`config.mk`:
```
export PLATFORM = sky130hd
export DESIGN_NAME = data_memory_ctrl
export DESIGN_NICKNAME = d
export VERILOG_FILES = /design/src/rtl/mem_pkg.sv /design/src/rtl/mem_lane_align.sv /design/src/rtl/data_memory_ctrl.sv
export SDC_FILE = /design/constraint.sdc
export NUM_CORES = 1
export LEC_CHECK = 0
export CORE_ASPECT_RATIO = 1.2
export CORE_MARGIN = 2
export CORE_UTILIZATION = 30
export CTS_BUF_LIST = sky130_fd_sc_hd__clkbuf_8
export CTS_CLUSTER_DIAMETER = 100
export CTS_CLUSTER_SIZE = 14
export DETAILED_ROUTE_END_ITERATION = 8
export PLACE_DENSITY = 0.57
export SLEW_MARGIN = 20
export SYNTH_ARGS = -nofsm -noshare
export SYNTH_HDL_FRONTEND = slang
export SYNTH_HIERARCHICAL = 1
export SYNTH_SLANG_ARGS = --single-unit
```
`constraint.sdc`:
```
create_clock -name clk -period 2.15 [get_ports clk]
set_input_delay 0.43 -clock clk [delete_from_list [all_inputs] [get_ports clk]]
set_output_delay 0.43 -clock clk [all_outputs]
set_load 0.03 [all_outputs]
```
`src/rtl/mem_pkg.sv`:
```
// Shared encodings for the byte-addressed data memory controller.
package mem_pkg;

  // Access size encodings carried on req_size
  localparam logic [1:0] SIZE_B = 2'b00;
  localparam logic [1:0] SIZE_H = 2'b01;
  localparam logic [1:0] SIZE_W = 2'b10;
  localparam logic [1:0] SIZE_X = 2'b11;

  // Latency counter width; covers LATENCY up to 8
  localparam int LAT_CNT_W = 3;

  typedef enum logic [1:0] {
    IDLE = 2'd0,
    WAIT = 2'd1,
    RESP = 2'd2
  } state_t;

endpackage

```
`src/rtl/mem_lane_align.sv`:
```
// Byte-lane steering between the 32-bit memory word and the load/store port.
// Stores: byte enables plus lane-replicated write data.
// Loads: extract the addressed byte/half and sign- or zero-extend it.
module mem_lane_align
  import mem_pkg::*;
(
  input  logic [1:0]  addr_lo,
  input  logic [1:0]  size,
  input  logic        uns,
  input  logic [31:0] wdata,
  input  logic [31:0] rword,
  output logic [3:0]  be,
  output logic [31:0] wdata_lane,
  output logic [31:0] rdata_ext
);

  logic [31:0] sh_b;
  logic [31:0] sh_h;
  logic [7:0]  b_sel;
  logic [15:0] h_sel;

  // Shift the addressed lane down to bit 0 for loads
  assign sh_b  = rword >> {addr_lo, 3'b000};
  assign sh_h  = rword >> {addr_lo[1], 4'b0000};
  assign b_sel = sh_b[7:0];
  assign h_sel = sh_h[15:0];

  // Decode enables and data per access size; illegal size touches nothing
  always_comb begin
    be         = 4'b0000;
    wdata_lane = wdata;
    rdata_ext  = '0;
    case (size)
      SIZE_B: begin
        be         = 4'b0001 << addr_lo;
        wdata_lane = {4{wdata[7:0]}};
        rdata_ext  = uns ? {24'b0, b_sel} : {{24{b_sel[7]}}, b_sel};
      end
      SIZE_H: begin
        be         = 4'b0011 << {addr_lo[1], 1'b0};
        wdata_lane = {2{wdata[15:0]}};
        rdata_ext  = uns ? {16'b0, h_sel} : {{16{h_sel[15]}}, h_sel};
      end
      SIZE_W: begin
        be         = 4'b1111;
        rdata_ext  = rword;
      end
      default: ;
    endcase
  end

endmodule

```
`src/rtl/data_memory_ctrl.sv`:
```
// Byte-addressed data memory with valid/ready request and held response.
// One transaction outstanding; the memory update / read happens on the accept
// edge, the response appears LATENCY cycles later and waits for rsp_ready.
module data_memory_ctrl
  import mem_pkg::*;
#(
  parameter int DEPTH   = 16,
  parameter int ADDR_W  = 32,
  parameter int LATENCY = 1
) (
  input  logic              clk,
  input  logic              rst_n,
  input  logic              req_valid,
  output logic              req_ready,
  input  logic              req_we,
  input  logic [ADDR_W-1:0] req_addr,
  input  logic [1:0]        req_size,
  input  logic              req_unsigned,
  input  logic [31:0]       req_wdata,
  output logic              rsp_valid,
  input  logic              rsp_ready,
  output logic [31:0]       rsp_rdata,
  output logic              rsp_err
);

  localparam int IDX_W = (DEPTH > 1) ? $clog2(DEPTH) : 1;

  state_t               state, state_nx;
  logic [LAT_CNT_W-1:0] cnt, cnt_nx;

  logic [31:0] mem [0:DEPTH-1];

  logic              accept;
  logic [ADDR_W-3:0] word_idx;
  logic [IDX_W-1:0]  idx;
  logic              err_size, err_align, err_range, req_err;
  logic [31:0]       rword;
  logic [3:0]        be;
  logic [31:0]       wdata_lane;
  logic [31:0]       rdata_ext;
  logic [31:0]       rdata_q;
  logic              err_q;

  assign accept   = req_valid && (state == IDLE);
  assign word_idx = req_addr[ADDR_W-1:2];

  // Any single failing check rejects the access; the priority order only
  // matters for diagnosis, as all three collapse onto one error bit.
  assign err_size  = (req_size == SIZE_X);
  assign err_align = ((req_size == SIZE_H) && req_addr[0]) ||
                     ((req_size == SIZE_W) && (req_addr[1:0] != 2'b00));
  // Full word index is compared so high address bits cannot alias low words
  assign err_range = (word_idx >= (ADDR_W-2)'(DEPTH));
  assign req_err   = err_size || err_align || err_range;

  // Truncated index is only used when the range check has passed
  assign idx   = word_idx[IDX_W-1:0];
  assign rword = mem[idx];

  mem_lane_align u_align (
    .addr_lo    (req_addr[1:0]),
    .size       (req_size),
    .uns        (req_unsigned),
    .wdata      (req_wdata),
    .rword      (rword),
    .be         (be),
    .wdata_lane (wdata_lane),
    .rdata_ext  (rdata_ext)
  );

  // Memory array: byte-lane writes committed on the accept edge, never reset
  always_ff @(posedge clk) begin
    if (accept && req_we && !req_err) begin
      for (int i = 0; i < 4; i++) begin
        if (be[i]) mem[idx][8*i +: 8] <= wdata_lane[8*i +: 8];
      end
    end
  end

  // Response payload captured at accept and held until the handshake
  always_ff @(posedge clk or negedge rst_n) begin
    if (!rst_n) begin
      rdata_q <= '0;
      err_q   <= 1'b0;
    end else if (accept) begin
      rdata_q <= (req_we || req_err) ? 32'h0 : rdata_ext;
      err_q   <= req_err;
    end
  end

  // State and latency counter registers
  always_ff @(posedge clk or negedge rst_n) begin
    if (!rst_n) begin
      state <= IDLE;
      cnt   <= '0;
    end else begin
      state <= state_nx;
      cnt   <= cnt_nx;
    end
  end

  // Next-state: WAIT spends LATENCY-1 cycles before RESP
  always_comb begin
    state_nx = state;
    cnt_nx   = cnt;
    case (state)
      IDLE: begin
        if (accept) begin
          cnt_nx   = '0;
          state_nx = (LATENCY == 1) ? RESP : WAIT;
        end
      end
      WAIT: begin
        if (cnt == LAT_CNT_W'(LATENCY - 2)) state_nx = RESP;
        else                                cnt_nx   = cnt + 1'b1;
      end
      RESP: begin
        if (rsp_ready) state_nx = IDLE;
      end
      default: state_nx = IDLE;
    endcase
  end

  assign req_ready = (state == IDLE);
  assign rsp_valid = (state == RESP);
  assign rsp_rdata = rdata_q;
  assign rsp_err   = err_q;

endmodule
```
### Word level (Yosys, flattened, before mapping)

Memory sizes are Yosys's and may differ from the RTL's.
Index checks and enable logic that the tools add are counted.

| word-level totals | value |
|---|---|
| input port bits | 72 |
| memories kept | 1 |
| logic and storage cells | 62 |
| bits in writable memories | 512 |
| output and inout bits | 35 |
| register bits | 38 |

| operators by class | value |
|---|---|
| shift operators | 4 |
| eq/ne operators | 10 |
| muxes and demuxes | 25 |
| magnitude comparators | 1 |
| reduce and logical (&&, ||, !) cells | 16 |
| add/subtract/negate cells | 1 |

Memory list:

| memory | depth | bits a word | read ports | clocked after Yosys merged registers in | wr ports | line | source |
|---|---|---|---|---|---|---|---|
| mem | 16 | 32 | 1 | 0 | 1 | data_memory_ctrl.sv:31 | `logic [31:0] mem [0:DEPTH-1];` |

Operators with widths:

| cell | number |
|---|---|
| 32-bit 2-to-1 mux | 3 |
| 32-bit case mux with 3 select lines | 1 |
| 32-bit case mux with 2 select lines | 1 |
| 32-bit by 5-bit right shift with 16-bit output | 1 |
| 32-bit by 5-bit right shift with 8-bit output | 1 |
| 30-bit by 5-bit greater-or-equal comparator with 1-bit output, second input constant | 1 |
| 1-bit 2-to-1 mux | 12 |
| 4-bit case mux with 3 select lines | 1 |
| 2-bit == test, second input constant | 3 |
| 2-bit 2-to-1 mux | 3 |
| 3-bit 2-to-1 mux | 2 |
| 2-bit case mux with 3 select lines | 1 |
| 3-bit case mux with 2 select lines | 1 |
| 3-bit AND reduction | 2 |
| 1-bit logical AND | 5 |
| 2-bit by 1-bit == test with 1-bit output, second input constant | 2 |
| 2-bit zero test | 2 |
| 1-bit logical OR | 4 |
| 2-bit by 1-bit inequality test with 1-bit output, second input constant | 2 |
| 2-bit inequality test, second input constant | 2 |
| 2-bit nonzero test | 2 |
| 1-bit by 2-bit left shift with 4-bit output, first input constant | 1 |
| 2-bit by 2-bit left shift with 4-bit output, first input constant | 1 |
| 3-bit by 1-bit adder with 3-bit output, second input constant | 1 |
| other kinds (2) | 2 |

### Longest topological paths before layout

| logic depth | value |
|---|---|
| depth in word-level cells | 9 |
| depth in mapped cells | 12 |
| depth with buffers taken out | 8 |

### Cells and area by module

The synthesis kept the hierarchy.

Modules (own cells, without submodules):

| module | sequential area each (um^2) | area an instance (um^2) | cells each | times used |
|---|---|---|---|---|
| data_memory_ctrl | 16225.6 | 20970.1 | 1041 | 1 |
| mem_lane_align | 0.0 | 1236.2 | 180 | 1 |

### Worst setup path before layout

Ideal clock, no wire load.

| timing path | value |
|---|---|
| path kind | input to register |
| start | input port req_addr[2] |
| end | register rdata_q[12] (netlist: rsp_rdata[12]) |
| required time | 2.016 ns |
| cell stages on the path | 12 |
| buffers on the path | 4 |
| library setup time | 0.134 ns |
| arrival time | 2.856 ns |
| path slack | -0.840 ns |
| cells stage by stage | clkbuf_1 > buf_2 > buf_2 > mux4_2 > a22oi_1 > nand2_1 > mux4_2 > nand3b_4 > buf_8 > o211ai_2 > inv_1 > o31ai_1 |

| on the way | value |
|---|---|
| word-level cells in the longest chain between the ends | 5 |
| elaborated cells between the ends (all ways) | 10 |
| those cells by class | order compare (1); shift (2); mux (4); reduce/logical (2); memory (1) |

RTL lines:

| item | line | source |
|---|---|---|
| start: declaration | data_memory_ctrl.sv:16 | `input logic [ADDR_W-1:0] req_addr,` |
| memory read 16 x 32 bit | n/a |  |
| named net rword[31] | data_memory_ctrl.sv:37 | `logic [31:0] rword;` |
| 32-bit by 5-bit right shift with 8-bit output | mem_lane_align.sv:23 | `assign sh_b = rword >> {addr_lo, 3'b000};` |
| 32-bit 2-to-1 mux | mem_lane_align.sv:37 | `rdata_ext = uns ? {24'b0, b_sel} : {{24{b_sel[7]}}, b_sel};` |
| 32-bit case mux with 3 select lines | mem_lane_align.sv:33 | `case (size)` |
| named net rdata_ext[12] | data_memory_ctrl.sv:40 | `logic [31:0] rdata_ext;` |
| 32-bit 2-to-1 mux | data_memory_ctrl.sv:86 | `rdata_q <= (req_we \|\| req_err) ? 32'h0 : rdata_ext;` |
| end signal: assignment | data_memory_ctrl.sv:86 |  |
| end: declaration | data_memory_ctrl.sv:41 | `logic [31:0] rdata_q;` |

The timed path passes the listed nets, and every way through them passes these cells.
A chain may end at the register's enable or synchronous reset.

### Final worst setup path

| timing path | value |
|---|---|
| start | memory mem[11][23] |
| end | register rdata_q[16] (netlist: rsp_rdata[16]) |

| on the way | value |
|---|---|
| word-level cells in the longest chain between the ends | 5 |

RTL lines:

| item | line |
|---|---|
| start: declaration | data_memory_ctrl.sv:31 |
| memory read 16 x 32 bit | n/a |
| named net rword[23] | data_memory_ctrl.sv:37 |
| 32-bit by 5-bit right shift with 8-bit output | mem_lane_align.sv:23 |
| 32-bit 2-to-1 mux | mem_lane_align.sv:37 |
| 32-bit case mux with 3 select lines | mem_lane_align.sv:33 |
| named net rdata_ext[16] | data_memory_ctrl.sv:40 |
| 32-bit 2-to-1 mux | data_memory_ctrl.sv:86 |

The timed path passes the listed nets, and every way through them passes these cells.

==> run metrics <==
status finished with violations; violated checks setup timing; Worst setup EP type flip-flop; WL/cell 22.9 um; Initial Util 30.2%; initial antenna violation count 4; final hold vios 0; Post-synth EDFFs ~510; Final Instance Area ~0.029 sq mm; Clk Latency, worst-skew pair slightly above 0.6 ns; die area between 0.07 and 0.08 sq mm; fin nets about 1600; Tcrit/Tclk final 113%; Area Overhead vs Synth 28.5%; Primary FF master, synth edfxtp_1; Setup CP Type reg -> reg; Setup-failing EPs final 25; post-synthesis net count ~1300; total track usage 15.2%; r2r startpoint mem[11][23]; post-route ant nets 0; FF-to-FF setup slack -0.27 ns; CP bufs+invs 2; slowest CP cell mux4_2; synth unique cells 44; DRC viols 0; flops & latches, synth between 500 and 600; I/O Buffers approximately 110; cell depth of the worst flop-to-flop path 9; CP top delay family multiplexers; CP max FO 8; core area around 0.074 sq mm; Final Max Tran Viols 0; fin worst setup slack -0.270 ns; filler instances 6646; detailed-route via count 12462; Hold/Removal Path Class in -> async; maximum vdd drop between 0.2 and 0.3 mV; die width approximately 250 um; total negative slack -5.57 ns; global-route wire length before repair 85300 um; CP Data Required Time approximately 2.6 ns; largest net degree at the start of global routing 36; mapped cell area about 0.022 sq mm; vias per cell about 5; detailed placer's ending HPWL about 41000 um; Max Cap Viol 0; Seq/Total Area, Yosys between 70% and 80%; pwr/cell area about 650 mW/mm^2; Sink Count ~550; num rows around 110; Clock transition at path regs 0.10 ns; max incr delay on CP roughly 0.52 ns; CTS buffer count 44; layout cell share with drive strength beyond 1 36.3%; WL final between 50000 and 60000 um; CTS tree built; total grt overflow 0; CTS root buf clkbuf_8; critical path, cell by cell mux4_2, a22oi_2, nand2_1, mux4_2, nand3b_4, clkbuf_16, nand3_1, inv_1, o31ai_1; Tmin final 2.42 ns; CP arrival ~2.9 ns; CP Launch Type flip-flop; final setup skew approximately 0.029 ns; H-tree level count 2; RD Place Congestion slightly below 0.9; FF-to-FF End rsp_rdata[16]; leakage dissipation around 9.7 nW; vias in the first global route 12877; Ys Warns 6; placed cell area 0.0275 sq mm; Ports 107; RSZ-0062 raised after global routing true; initial DRC count ~1200; most frequent CP cell mux4_2; Initial DRT Pass Iterations 5; fraction of registers with async set/reset under 10%; Chip Height 302 um; clock tree buffer depth 3; Cells after Synth around 1200; Syn Area/Cell around 18 sq um; FMAX between 0.4 and 0.5 GHz; Rel. slew slack between 60% and 70%; Slew @ Worst Pin just under 0.6 ns
kinds of logic (layout without fill, tap and decap cells):
| logic type | Yosys count | in the layout | synth area share (%) |
|---|---|---|---|
| DFF | 546 | 546 | 73.1 |
| AOI/OAI and AO/OA | 132 | 132 | 4.43 |
| other | 0 | 1 | 0 |
| buffers and inverters | 129 | 483 | 2.58 |
| muxes | 163 | 163 | 14.7 |
| and+or+nand+nor | 251 | 251 | 5.21 |
stage by stage:
stage	setup WS [ns]	instances	power, mW	hold WS, ns	utilization [%]
finish	-0.270	2519	18.6	0.224	38.8
global route	-0.340	2519	19.3	0.244	38.8
CTS	-0.265	2501	18.8	0.183	38.3
detailed placement	-0.862	2437	13.7	0.467	37.4
global placement	-0.818	2437	13.7	0.467	37.4
floorplan	-0.498	1221	12.8	0.134	-
cells in the mapped netlist, drive strengths merged, types with 3 or more instances:
cell type / count / area [sq um]
a21oi: 6 / 33.8
a22oi: 64 / 480
and2: 3 / 18.8
buf: 43 / 250
clkbuf: 41 / 154
dfrtp: 34 / 851
edfxtp: 512 / 15400
inv: 45 / 169
mux2: 18 / 203
mux2i: 16 / 160
mux4: 129 / 2910
nand2: 106 / 398
nand2b: 9 / 56.3
nand3: 21 / 105
nand3b: 8 / 72.6
nand4: 12 / 75.1
nor2: 65 / 246
nor2b: 3 / 18.8
nor3: 10 / 55.1
nor4: 5 / 31.3
o211ai: 8 / 80.1
o21ai: 12 / 60.1
o311ai: 7 / 61.3
o31ai: 32 / 240
power by group:
| part | switching (mW) | internal (mW) | total, mW |
|---|---|---|---|
| registers | 0.00359 | 11.7 | 11.7 |
| clock network | 3.19 | 1.92 | 5.11 |
| logic | 1.02 | 0.799 | 1.82 |
final cells by class:
type	instances	area [sq um]	share of cell area, %
Multi-Input combinational cell	546	6040	21.2
Sequential cell	546	16200	56.9
Antenna cell	1	2.50	0.00877
Clock buffer	45	619	2.17
Timing Repair Buffer	375	4220	14.8
Inverter	45	169	0.592
Clock inverter	18	67.6	0.237
Tap cell	943	1180	4.14
sequential cells by signal (all words and copies together) (netlist names):
| register | cells |
|---|---|
| mem | 512 |
| rsp_err | 1 |
| rsp_rdata | 32 |
| state | 1 |
routing by layer:
| metal | GRT usage [%] | vias to the layer above | wire [um] |
|---|---|---|---|
| li1 | - | 5528 | - |
| met1 | 21.0 | 6465 | 25100 |
| met2 | 25.0 | 404 | 28200 |
| met3 | 2.70 | 63 | 3460 |
| met4 | 3.80 | 2 | 1100 |
| met5 | 0 | - | 13 |
worst max path at each step:
stage,startpoint,end,slack [ns],cells past startpoint
CTS,mem[11][23],rsp_rdata[23],-0.27,9
global placement,req_addr[4],rsp_rdata[8],-0.82,11
floorplan,req_addr[2],rsp_rdata[16],-0.50,12
global route,mem[11][31],rsp_rdata[16],-0.34,9
finish,mem[11][23],rsp_rdata[16],-0.27,9
detailed placement,req_addr[2],rsp_rdata[23],-0.86,10
placed cells by master (no fill, tap or decap), types with 6 or more instances in the layout:
cell and count:
edfxtp_1 512, buf_6 9, o31ai_1 29, dlygate4sd2_1 27
nor2_4 53, inv_1 62, o21ai_1 8, nand2b_1 9
nand2_1 94, nand2_2 12, mux2i_1 14, a22oi_1 54
clkbuf_8 45, buf_12 86, clkdlybuf4s50_1 69, nor3_4 9
nand3_1 19, buf_4 173, nand3b_1 7, dfrtp_1 34
nor2_1 10, mux4_2 129, o311ai_1 6, nand4_1 12
dlymetal6s2s_1 7, a22oi_2 10, mux2_2 18
timing repair:
item,4_1_cts,5_1_grt
hold buffers,0,0
setup endpoints to repair,67,115
pin swaps,5,19
gates cloned,0,3
gates resized for setup,39,34
buffers inserted,1,14
No activity file was read; power rests on OpenSTA's default activity.
